$ cat config.mk
export PLATFORM = sky130hd
export DESIGN_NAME = mem_port_arbiter
export DESIGN_NICKNAME = d
export VERILOG_FILES = /design/src/rtl/mem_port_arbiter.sv
export SDC_FILE = /design/constraint.sdc
export NUM_CORES = 1
export LEC_CHECK = 0
export ABC_AREA = 1
export CAP_MARGIN = 10
export CELL_PAD_IN_SITES_DETAIL_PLACEMENT = 0
export CELL_PAD_IN_SITES_GLOBAL_PLACEMENT = 1
export CORE_MARGIN = 3
export CORE_UTILIZATION = 13
export DETAILED_ROUTE_END_ITERATION = 12
export MAX_ROUTING_LAYER = met4
export PLACE_DENSITY = 0.91
export RECOVER_POWER = 50
export SYNTH_ARGS = -nofsm -noshare
export SYNTH_HDL_FRONTEND = slang
export SYNTH_SLANG_ARGS = --single-unit
$ cat constraint.sdc
create_clock -name clk_i -period 2.4 [get_ports clk_i]
set_clock_uncertainty 0.15 [all_clocks]
set_input_delay 0.36 -clock clk_i [delete_from_list [all_inputs] [get_ports clk_i]]
set_output_delay 0.36 -clock clk_i [all_outputs]
set_load 0.01 [all_outputs]
$ cat src/rtl/mem_port_arbiter.sv
// Arbiter sharing one single-ported memory between fetch and mem stages.
// One transaction in flight; data wins by default, a starvation counter lets fetch through.
module mem_port_arbiter #(
    parameter int STARVE_LIMIT = 4
) (
    input  logic        clk_i,
    input  logic        rstn_i,
    input  logic        flush_i,
    input  logic        if_req_i,
    input  logic [31:0] if_addr_i,
    output logic        if_gnt_o,
    output logic        if_rvalid_o,
    output logic [31:0] if_rdata_o,
    input  logic        d_req_i,
    input  logic        d_we_i,
    input  logic [3:0]  d_be_i,
    input  logic [31:0] d_addr_i,
    input  logic [31:0] d_wdata_i,
    output logic        d_gnt_o,
    output logic        d_rvalid_o,
    output logic [31:0] d_rdata_o,
    output logic        mem_req_o,
    output logic        mem_we_o,
    output logic [3:0]  mem_be_o,
    output logic [31:0] mem_addr_o,
    output logic [31:0] mem_wdata_o,
    input  logic        mem_gnt_i,
    input  logic        mem_rvalid_i,
    input  logic [31:0] mem_rdata_i
);
    localparam int CW = $clog2(STARVE_LIMIT + 1);
    localparam logic [CW-1:0] LIMIT = CW'(STARVE_LIMIT);

    typedef enum logic [1:0] {S_IDLE, S_ISSUE, S_WAIT} state_t;
    typedef enum logic {OWN_DATA, OWN_FETCH} owner_t;

    state_t          r_state, w_state_nxt;
    owner_t          r_owner;
    logic [CW-1:0]   r_starve_cnt;
    logic            r_drop;

    logic            w_contended;
    logic            w_win_f;
    logic            w_issue;
    logic            w_sel_f;
    logic            w_resp;
    logic            w_set_drop;

    always_comb begin
        w_state_nxt = r_state;
        w_contended = if_req_i & d_req_i;
        w_win_f     = if_req_i & (~d_req_i | (r_starve_cnt == LIMIT));
        w_issue     = 1'b0;
        w_sel_f     = (r_owner == OWN_FETCH);
        w_resp      = 1'b0;
        mem_req_o   = 1'b0;
        mem_we_o    = 1'b0;
        mem_be_o    = 4'h0;
        mem_addr_o  = 32'h0;
        mem_wdata_o = 32'h0;

        case (r_state)
            S_IDLE: begin
                if (if_req_i | d_req_i) begin
                    w_issue     = 1'b1;
                    w_sel_f     = w_win_f;
                    mem_req_o   = 1'b1;
                    w_state_nxt = mem_gnt_i ? S_WAIT : S_ISSUE;
                end
            end
            S_ISSUE: begin
                mem_req_o = 1'b1;
                if (mem_gnt_i) w_state_nxt = S_WAIT;
            end
            S_WAIT: begin
                if (mem_rvalid_i) begin
                    w_resp      = 1'b1;
                    w_state_nxt = S_IDLE;
                end
            end
            default: w_state_nxt = S_IDLE;
        endcase

        // Outputs must read zero while reset is held, even with requests pending.
        if (!rstn_i) begin
            w_issue   = 1'b0;
            w_resp    = 1'b0;
            mem_req_o = 1'b0;
        end

        if (mem_req_o) begin
            if (w_sel_f) begin
                mem_be_o   = 4'hF;
                mem_addr_o = if_addr_i;
            end else begin
                mem_we_o    = d_we_i;
                mem_be_o    = d_be_i;
                mem_addr_o  = d_addr_i;
                mem_wdata_o = d_wdata_i;
            end
        end

        if_gnt_o    = mem_gnt_i & mem_req_o & w_sel_f;
        d_gnt_o     = mem_gnt_i & mem_req_o & ~w_sel_f;
        if_rvalid_o = w_resp & (r_owner == OWN_FETCH) & ~r_drop & ~flush_i;
        if_rdata_o  = if_rvalid_o ? mem_rdata_i : 32'h0;
        d_rvalid_o  = w_resp & (r_owner == OWN_DATA);
        d_rdata_o   = d_rvalid_o ? mem_rdata_i : 32'h0;

        w_set_drop  = flush_i & ((w_issue & w_win_f) |
                      ((r_state == S_ISSUE || r_state == S_WAIT) && r_owner == OWN_FETCH));
    end

    always_ff @(posedge clk_i or negedge rstn_i) begin
        if (!rstn_i) begin
            r_state      <= S_IDLE;
            r_owner      <= OWN_DATA;
            r_starve_cnt <= '0;
            r_drop       <= 1'b0;
        end else begin
            r_state <= w_state_nxt;
            if (w_issue) begin
                r_owner <= w_win_f ? OWN_FETCH : OWN_DATA;
                if (w_win_f)
                    r_starve_cnt <= '0;
                else if (w_contended && r_starve_cnt != LIMIT)
                    r_starve_cnt <= r_starve_cnt + 1'b1;
            end
            // A returning response consumes the drop flag, whichever owner it had.
            if (w_resp)
                r_drop <= 1'b0;
            else if (w_set_drop)
                r_drop <= 1'b1;
        end
    end
endmodule

# After elaboration in Yosys (flattened, before gate mapping)
# Index checks and enable logic that the tools add are counted.
# word_totals
regBits	7
latch_bits	0
ram_bits	0
mem_bits_ro	0
inputBits	140
out_inout_bits	138
word_cells	69
n_memories	0
# op_classes
n_addsub	1
multipliers	0
n_div	0
order_cmp	0
n_eq_ne	7
n_shift	0
mux	30
n_bitwise	19
reduce_logical	8
# op_table
op	n
2-to-1 mux 32 bit	6
2-to-1 mux 1 bit	14
AND 1 bit	11
2-to-1 mux 2 bit	4
2-to-1 mux 4 bit	2
2-to-1 mux 3 bit	2
!= test 2 bit, second input constant	3
case mux 2 bit (3 select lines)	1
inverter 1 bit	5
nonzero test 2 bit	2
adder 3 x 1 -> 3 bit, second input constant	1
equality test 3 bit, second input constant	1
!= test 3 bit, second input constant	1
OR 1 bit	3
AND reduction 3 bit	1
equality test 2 x 1 -> 1 bit, second input constant	1
equality test 2 bit, second input constant	1
logical AND 1 bit	2
zero test 2 bit	1
case mux 1 bit (2 select lines)	1
AND reduction 2 bit	1
logical OR 1 bit	1

# Longest topological paths before layout
# Gate-level depths: netlist of run 1.
# depth
word_depth	9
ltp_mapped	9
mapped_depth_nobuf	8

# Worst setup path after synthesis of run 1
# OpenSTA, ideal clock, no wires.
# synth_path
path_type	flip-flop to output port
from	register r_state[0]
to	output port mem_wdata_o[26]
arrival_ps	1480
required_time_ps	1890
slack_ps	410
stages_incl_launch_ff	8
path_buffers	1
path_cell_list	dfrtp_1 > inv_1 > ha_1 > nand2_2 > o21ai_4 > buf_6 > nand2_1 > nor2_1
# synth_between
elab_chain_len	4
elab_cells_between_ends	7
cone_classes	eq/ne (1); mux (5); reduce/logical (1)
# synth_rtl
item	line_no	source
from (decl)	37	state_t r_state, w_state_nxt;
from (signal assigned)	121	r_state <= w_state_nxt;
equality test 2 x 1 -> 1 bit / zero test 2 bit (equally long branches)	62	case (r_state)
case mux 1 bit (2 select lines) (*)	62	
2-to-1 mux 1 bit (*)	85	if (!rstn_i) begin
net mem_req_o	22	output logic mem_req_o,
2-to-1 mux 32 bit (*)	91	if (mem_req_o) begin
to (decl)	26	output logic [31:0] mem_wdata_o,
# The timed path passes the listed nets; every way through them passes the cells marked *.

# Final worst setup path of run 1
# layout_path
from	register r_state[1]
to	output port mem_wdata_o[6]
# layout_between
elab_chain_len	4
elab_cells_between_ends	7
cone_classes	eq/ne (1); mux (5); reduce/logical (1)
# layout_rtl
item	line_no
equality test 2 x 1 -> 1 bit / zero test 2 bit (equally long branches)	62
case mux 1 bit (2 select lines) / 2-to-1 mux 1 bit (equally long branches)	62
2-to-1 mux 1 bit / 2-to-1 mux 32 bit (equally long branches)	85, 92
2-to-1 mux 32 bit (*)	91
# Mark *: on every way between the ends. The rest lies on a longest branch, timed or not.

==> results of run 1 <==
## state kept, by name (all words and copies together) (netlist names)
name          flops
r_drop            1
r_owner           1
r_starve_cnt      3
r_state           2
## stage by stage
stage | instances | util | setup WS, ps | TNS (ps) | hold slack (ps)
after global placement | 928 | 0.347 | -355 | -33750 | 362
after detailed placement | 928 | 0.347 | -379 | -34900 | 379
final | 943 | 0.350 | 69.5 | 0 | 199
after floorplan | 433 | - | 410 | 0 | -85.6
after global routing | 943 | 0.350 | -19.8 | -76.0 | 218
after CTS | 940 | 0.353 | 1.23 | 0 | 148
## synthesized netlist by cell type (all sizes together)
master,instances,share of area
clkbuf,12,0.022
nand3,37,0.091
nor2,136,0.25
dfrtp,7,0.086
ha,5,0.031
buf,18,0.072
inv,80,0.15
o21ai,7,0.023
a21oi,36,0.089
nand2,91,0.17
nand3b,4,0.015
## repair_timing
item,4_1_cts,5_1_grt
hold buffers,0,0
resized for setup,240,93
buffers inserted,6,1
gates cloned,2,2
hold endpoints to repair,0,0
setup endpoints to repair,136,100
pin swaps,6,4
## power groups by stage
stage	registers, W	clock network, W	logic (W)
2_1_floorplan	0.000205	0	0.00151
3_3_place_gp	0.000211	0	0.00319
3_5_place_dp	0.000215	0	0.00320
4_1_cts	0.000217	0.000284	0.00321
5_1_grt	0.000229	0.000291	0.00357
6_report	0.000219	0.000282	0.00326
## worst paths after layout
path | startpoint | endpoint
min in group clk_i | r_state[1]$_DFFE_PN0P_ | r_state[1]$_DFFE_PN0P_
worst max-delay path | r_state[1]$_DFFE_PN0P_ | mem_wdata_o[6]
worst min-delay path | rstn_i | r_owner$_DFFE_PN0P_
worst min register to register | r_state[1]$_DFFE_PN0P_ | r_state[1]$_DFFE_PN0P_
max in group asynchronous | rstn_i | r_starve_cnt[0]$_DFFE_PN0P_
worst max register to register | r_state[1]$_DFFE_PN0P_ | r_starve_cnt[2]$_DFFE_PN0P_
## metal layers
metal | GRT usage | routed length [um] | vias up
met2 | 0.214 | 5710 | 204
met4 | 0.0181 | 131 | 0
met3 | 0.0199 | 1070 | 10
li1 | - | - | 1882
met5 | - | 0 | -
met1 | 0.140 | 4680 | 1577
## critical path, delay by kind of cell (launching register included)
| kind | cells | cell delay (ps) |
|---|---|---|
| buf+inv | 4 | 680 |
| compound gates | 1 | 160 |
| simple gates | 3 | 180 |
| flops | 1 | 400 |
| fa+ha+maj | 1 | 170 |
## area by class of cell
class                      count  area, sq um  area share
antenna                        1         2.50    0.000468
clock buffer                   4         78.8      0.0147
inverter                      80          300      0.0562
multi-input combinational    316         1470       0.275
timing repair buffer         324         3060       0.572
tap                          211          264      0.0494
sequential                     7          175      0.0328
## logic make-up after synthesis
kind of cell               Yosys count  synth area share
DFF                                  7            0.0863
AOI/OAI and AO/OA                   43             0.112
and+or+nand+nor                    268             0.530
adders and majority gates            5            0.0308
buffers and inverters              110             0.242
==> reports/qor.txt, run 1 <==
Crit-path slowest cell: dfrtp_1
Post-DR wirelength/cell: 12.3 um
Sequential share of power: 0.058
Io pins: 278
Clk Latency, worst-skew pair: 230 ps
Routability cong.: 0.752
Die X: 131 um
Cell chain of the critical path: inv_2 -> ha_4 -> nand2_4 -> o21ai_4 -> buf_12 -> buf_4 -> nand2_1 -> nor2_1 -> dlygate4sd2_1
Synth warnings: 0
Mean post-synth cell area: 4.69 sq um
Slew HR: 0.774
Initial Util: 0.133
Core area: 15300 sq um
Row count: 45
Outcome: finished clean
Hold Crit Class: in -> async
Max Freq: 429 MHz
H-tree depth: 1
Vias in the first global route: 3337
Total number of vias: 3673
Clock Power Share: 0.075
Count of cell types in the netlist: 15
Global-route wire length before repair: 15800 um
Synth Instances: 433
CP Launch Type: register
Internal Power: 0.00203 W
Final setup violation count: 0
Tmin final: 2330 ps
Root buf cell: clkbuf_16
Sequential area share after synthesis: 0.0863
WP data arrival: 1820 ps
Fillers: 1664
Initial antenna violation count: 1
Post-Layout Inst Area: 5350 sq um
Crit path required time: 1890 ps
Leak Pwr: 3.01 nW
Comb pwr share: 0.867
HPWL after DPL: 9320 um
MaxCap Viol Count: 0
RSZ-0062 raised after global routing: true
Critical path class: reg -> out
Clk slew on worst S/H paths: 40 ps
DRT antenna net count: 0
Die Area: 17100 sq um
Pre-antenna DRT Iters: 4
Max rail drop VDD: 0.233 mV
Final-report max-slew violation count: 0
#FFs+latches synth: 7
Power Dens Cells: 703 nW/um^2
CP Capture Type: output pin
Hold Vio Cnt, Final: 0
GRT Resource Usage Total: 0.118
CTS sink count: 7
Least-Margin Pin Slew: 339 ps
Period utilization: 0.971
CTS tree: built
Post-Syn Nets: 578
Reg2reg setup slack: 820 ps
Largest net degree at the start of global routing: 35
Placed standard-cell area: 5290 sq um
Residual DRC count: 0
Total clock buffers created by CTS: 3
Tot Pwr: 0.00376 W
Commonest non-fill, non-tap cell in the layout: clkdlybuf4s50_1
Max incr delay on CP: 400 ps
Share of layout cells above drive strength 1: 0.178
Sw power: 0.00173 W
First DRT Iteration DRCs: 145
Most frequent cells in the layout: clkdlybuf4s50_1 (138), nor2_1 (129), nand2_1 (82), inv_1 (77), dlygate4sd2_1 (71)
Crit Path Max Fanout: 7
FF-to-FF path depth: 9
Sw Share: 0.460
Final wirelength: 11600 um
Area growth syn-to-layout: 163%
Vias per inst: 3.90
GRT Residual Overflow: 0
Netlist Area Pre-Place: 2030 sq um
Nets: 877
Die Height: 131 um
Buffers on Ports: 277
CTS Buffer Depth: 2
Power figures use the tool's default switching activity.
==> run 2: changes to the inputs <==
- clock period: 2.4 -> 2.5 ns (I/O delays scaled with it)
==> reports/qor.txt, run 2 (synthesized netlist as in run 1, its figures left out) <==
Outcome: finished clean
Final Util: 0.334
Reg area: 175 sq um
Clk slew on worst S/H paths: 40 ps
Min Hold Slack: 253 ps
Sw power: 0.00151 W
Die Height: 131 um
CP Launch Type: input port
Vias per inst: 3.83
CTS sink count: 7
Least-Margin Pin Slew: 328 ps
Slew HR: 0.781
Final wirelength: 11000 um
Buffers on Ports: 277
Crit path required time: 1980 ps
Max rail drop VDD: 0.284 mV
WP data arrival: 1880 ps
GRT Resource Usage Total: 0.113
CTS Buffer Depth: 2
Most frequent cells in the layout: clkdlybuf4s50_1 (138), nor2_1 (134), nand2_1 (88), dlygate4sd2_1 (80), inv_1 (78)
Pre-antenna DRT Iters: 4
Routability cong.: 0.754
H-tree depth: 1
Post-DR wirelength/cell: 11.9 um
Final-report max-slew violation count: 0
Power Dens Cells: 617 nW/um^2
Largest registers: r_starve_cnt: 3 flops, r_state: 2 flops
First DRT Iteration DRCs: 88
RSZ-0062 raised after global routing: true
Core area: 15300 sq um
Row count: 45
Hold_buf cts: 0
Io pins: 278
MaxCap Viol Count: 0
Sw Share: 0.480
Total clock buffers created by CTS: 3
Period utilization: 0.964
GRT Residual Overflow: 0
Global-route wire length before repair: 15200 um
Vias in the first global route: 3211
Area growth syn-to-layout: 151%
HPWL after DPL: 9210 um
Max Freq: 415 MHz
Initial Util: 0.133
Largest net degree at the start of global routing: 37
Max reg flops: 3
Clock Power Share: 0.086
Internal Power: 0.00164 W
Commonest non-fill, non-tap cell in the layout: clkdlybuf4s50_1
Final setup violation count: 0
Die X: 131 um
CP Capture Type: output pin
Total number of vias: 3543
Share of layout cells above drive strength 1: 0.0701
CTS tree: built
Residual DRC count: 0
Multi-input logic area: 1420 sq um
Hold Vio Cnt, Final: 0
Initial antenna violation count: 0
Tmin final: 2410 ps
Reg with most FFs: r_starve_cnt
Nets: 859
Leak Pwr: 2.88 nW
Sequential share of power: 0.067
Number of diodes: 0
Comb pwr share: 0.847
Crit Path Max Fanout: 34
Die Area: 17100 sq um
DRT antenna net count: 0
Clk Latency, worst-skew pair: 230 ps
Root buf cell: clkbuf_16
Fillers: 1702
Critical path class: in -> out
Hold Crit Class: in -> async
==> run 2: cell types whose count changed in the layout (fill, tap and decap cells not counted), moves of 6 or more <==
cell / before / now
clkbuf_2: 28 / 6
buf_2: 22 / 1
clkbuf_1: 2 / 18
clkdlybuf4s15_1: 14 / 25
dlygate4sd2_1: 71 / 80
nand2_1: 82 / 88
nand2_2: 7 / 1
==> run 2: routing by layer <==
layer	global-route usage	share of wire	vias to the layer above
met4	0.0181	0	0
met3	0.0195	0.093	0
met1	0.138	0.42	1517
met5	-	0	-
li1	-	-	1841
met2	0.198	0.49	185
==> run 2: repair_timing <==
action / in CTS / in global routing
endpoints found under the setup margin: 136 / 87
resized for setup: 152 / 60
setup buffers: 0 / 0
pin swaps: 0 / 1
==> run 2: path summary, 6_finish.rpt <==
check / from / end / slack, ps / depth (start not counted)
setup / recovery: d_req_i / mem_wdata_o[26] / 90 / 7
hold / removal: rstn_i / r_owner$_DFFE_PN0P_ / 250 / 3
setup reg to reg: r_state[1]$_DFFE_PN0P_ / r_state[0]$_DFFE_PN0P_ / 1100 / 5
hold reg to reg: r_drop$_DFFE_PN0P_ / r_drop$_DFFE_PN0P_ / 420 / 2
max in group asynchronous: rstn_i / r_starve_cnt[0]$_DFFE_PN0P_ / 1630 / 3
min in group clk_i: r_drop$_DFFE_PN0P_ / r_drop$_DFFE_PN0P_ / 420 / 2
==> run 2: layout make-up <==
| type | count | share of cell area |
|---|---|---|
| repair buffers | 306 | 0.562 |
| multi-input cells | 316 | 0.278 |
| inverters | 80 | 0.0589 |
| well taps | 211 | 0.0518 |
| flip-flops and latches | 7 | 0.0343 |
| clock buffers | 4 | 0.0155 |
==> run 2: critical path, cell delays in order <==
cell and delay [ps]:
clkdlybuf4s50_1 520, nand2_1 120, nand2_4 130, nand2_1 100, buf_12 180, nor2_1 160, dlygate4sd2_1 300
==> run 2: metrics by stage <==
stage | setup TNS, ps | std cells | area [sq um] | total power, W | setup slack [ps]
floorplan | 0 | 433 | 2030 | 0.00165 | 495
global placement | -25120 | 920 | 5210 | 0.00313 | -284
detailed placement | -27220 | 920 | 5210 | 0.00314 | -308
CTS | -1440 | 924 | 5200 | 0.00322 | -122
global route | -26.4 | 924 | 5100 | 0.00347 | -20.7
finish | 0 | 924 | 5100 | 0.00315 | 90.7
==> run 2: power by group through the flow <==
stage	Clock, W	Combinational [W]	Sequential, W
4_1_cts	0.000278	0.00273	0.000210
3_3_place_gp	0	0.00293	0.000200
2_1_floorplan	0	0.00145	0.000197
6_report	0.000270	0.00267	0.000212
3_5_place_dp	0	0.00293	0.000204
5_1_grt	0.000285	0.00296	0.000221
==> run 3: changes to the inputs <==
- CTS_BUF_LIST: default -> sky130_fd_sc_hd__clkbuf_2 sky130_fd_sc_hd__clkbuf_4 sky130_fd_sc_hd__clkbuf_8
==> reports/qor.txt, run 3 (synthesized netlist as in run 1, its figures left out) <==
Routability cong.: 0.754
GRT Residual Overflow: 0
Power Dens Cells: 600 nW/um^2
Initial antenna violation count: 0
Reg2reg setup slack: 1100 ps
Initial Util: 0.133
Vias in the first global route: 3209
RSZ-0062 raised after global routing: true
CTS sink count: 7
CP Launch Type: input port
Period utilization: 0.964
Fillers: 1703
Vias per inst: 3.84
Clk Latency, worst-skew pair: 220 ps
Max rail drop VDD: 0.217 mV
CP Capture Type: output pin
Row count: 45
Buffers on Ports: 277
Area growth syn-to-layout: 150%
Slew HR: 0.786
Hold_buf cts: 0
Outcome: finished clean
WP data arrival: 1880 ps
HPWL after DPL: 9210 um
Critical path class: in -> out
Slack of the critical path: 91.2 ps
Total number of vias: 3552
Largest registers: r_starve_cnt: 3 flops, r_state: 2 flops
Largest net degree at the start of global routing: 37
FF-to-FF path depth: 5
Post-CTS setup buffer count: 0
Reg with most FFs: r_starve_cnt
Global-route wire length before repair: 15200 um
Worst R2R End: r_state[0]$_DFFE_PN0P_
Crit path required time: 1980 ps
Dpl ws: -308 ps
Cell chain of the critical path: clkdlybuf4s50_1 -> nand2_1 -> nand2_4 -> buf_12 -> buf_4 -> nand3b_1 -> nand2_1 -> inv_1 -> dlygate4sd2_1
Placed standard-cell area: 5210 sq um
Max Freq: 415 MHz
Core area: 15300 sq um
Tmin final: 2410 ps
Io pins: 278
Crit Path Max Fanout: 26
Post-Route Setup TNS: 0 ps
CTS tree: built
Number of diodes: 0
CP most frequent cell: nand2_1
Crit-path slowest cell: clkdlybuf4s50_1
Root buf cell: clkbuf_8
Die X: 131 um
Die Height: 131 um
Final wirelength: 10900 um
Residual DRC count: 0
H-tree depth: 1
Reg-to-Reg Start: r_state[1]$_DFFE_PN0P_
Share of layout cells above drive strength 1: 0.0715
Post-DR wirelength/cell: 11.8 um
Total clock buffers created by CTS: 3
Final Util: 0.332
Max incr delay on CP: 520 ps
CTS Buffer Depth: 2
Least-Margin Pin Slew: 320 ps
Commonest non-fill, non-tap cell in the layout: clkdlybuf4s50_1
Clk slew on worst S/H paths: 40 ps
MaxCap Viol Count: 0
Most frequent cells in the layout: clkdlybuf4s50_1 (138), nor2_1 (134), nand2_1 (88), dlygate4sd2_1 (82), inv_1 (78)
GRT Resource Usage Total: 0.112
Die Area: 17100 sq um
Max reg flops: 3
Final setup violation count: 0
Tot Pwr: 0.00304 W
Hold Vio Cnt, Final: 0
DRT antenna net count: 0
Post-Layout Inst Area: 5070 sq um
Final-report max-slew violation count: 0
Pre-antenna DRT Iters: 4
Leak Pwr: 2.93 nW
Hold Crit Class: in -> async
First DRT Iteration DRCs: 98
Nets: 859
## run 3: cell count changes in the layout (fill, tap and decap cells not counted), sizes merged
cell / previous run / this run
dlymetal6s2s: 1 / 2
clkbuf: 29 / 31
dlymetal6s4s: 3 / 5
clkdlybuf4s15: 26 / 25
buf: 27 / 25
clkdlybuf4s25: 5 / 1
dlygate4sd2: 80 / 82
## run 3: where the power goes
group	switching [W]	internal, W
Combinational	0.00141	0.00126
Sequential	0.0000451	0.000166
Clock	0.0000451	0.000121
Total	0.00150	0.00155
## run 3: worst max-delay path by stage
| stage | slack (ps) | to | start | cells after the start |
|---|---|---|---|---|
| floorplan | 500 | mem_wdata_o[26] | r_state[0]$_DFFE_PN0P_ | 7 |
| global placement | -280 | mem_wdata_o[5] | rstn_i | 9 |
| detailed placement | -310 | mem_wdata_o[15] | rstn_i | 9 |
| CTS | -120 | if_rdata_o[11] | r_state[0]$_DFFE_PN0P_ | 8 |
| global route | -20 | mem_be_o[0] | d_req_i | 9 |
| finish | 90 | mem_be_o[0] | d_req_i | 9 |
## run 3: what timing repair did
| action | 4_1_cts | 5_1_grt |
|---|---|---|
| setup endpoints to repair | 136 | 89 |
| pin swaps | 0 | 1 |
| resized for setup | 153 | 58 |
## run 3: final cells by class
| cell class | instances | area [sq um] | share of cell area |
|---|---|---|---|
| timing repair buffer | 306 | 2870 | 0.565 |
| inverter | 80 | 300 | 0.0592 |
| sequential | 7 | 175 | 0.0345 |
| multi-input combinational | 316 | 1420 | 0.279 |
| tap | 211 | 264 | 0.0520 |
| clock buffer | 4 | 48.8 | 0.00962 |
## run 3: metrics by stage
stage / instances / hold slack [ps]
floorplan: 433 / -70.6
global placement: 920 / 403
detailed placement: 920 / 415
CTS: 924 / 410
global route: 924 / 386
finish: 924 / 332
## run 3: worst max-delay path, delay by kind of cell
kind	cells	cell delay, ps
simple gates	4	370
buf+inv	5	1130
## run 3: per-layer routing
layer / routed length (um) / track usage / part of all wire
met5: 0 / - / 0
met4: 54 / 0.0145 / 0.0049
met3: 1050 / 0.0195 / 0.096
met2: 5200 / 0.197 / 0.48
met1: 4620 / 0.138 / 0.42
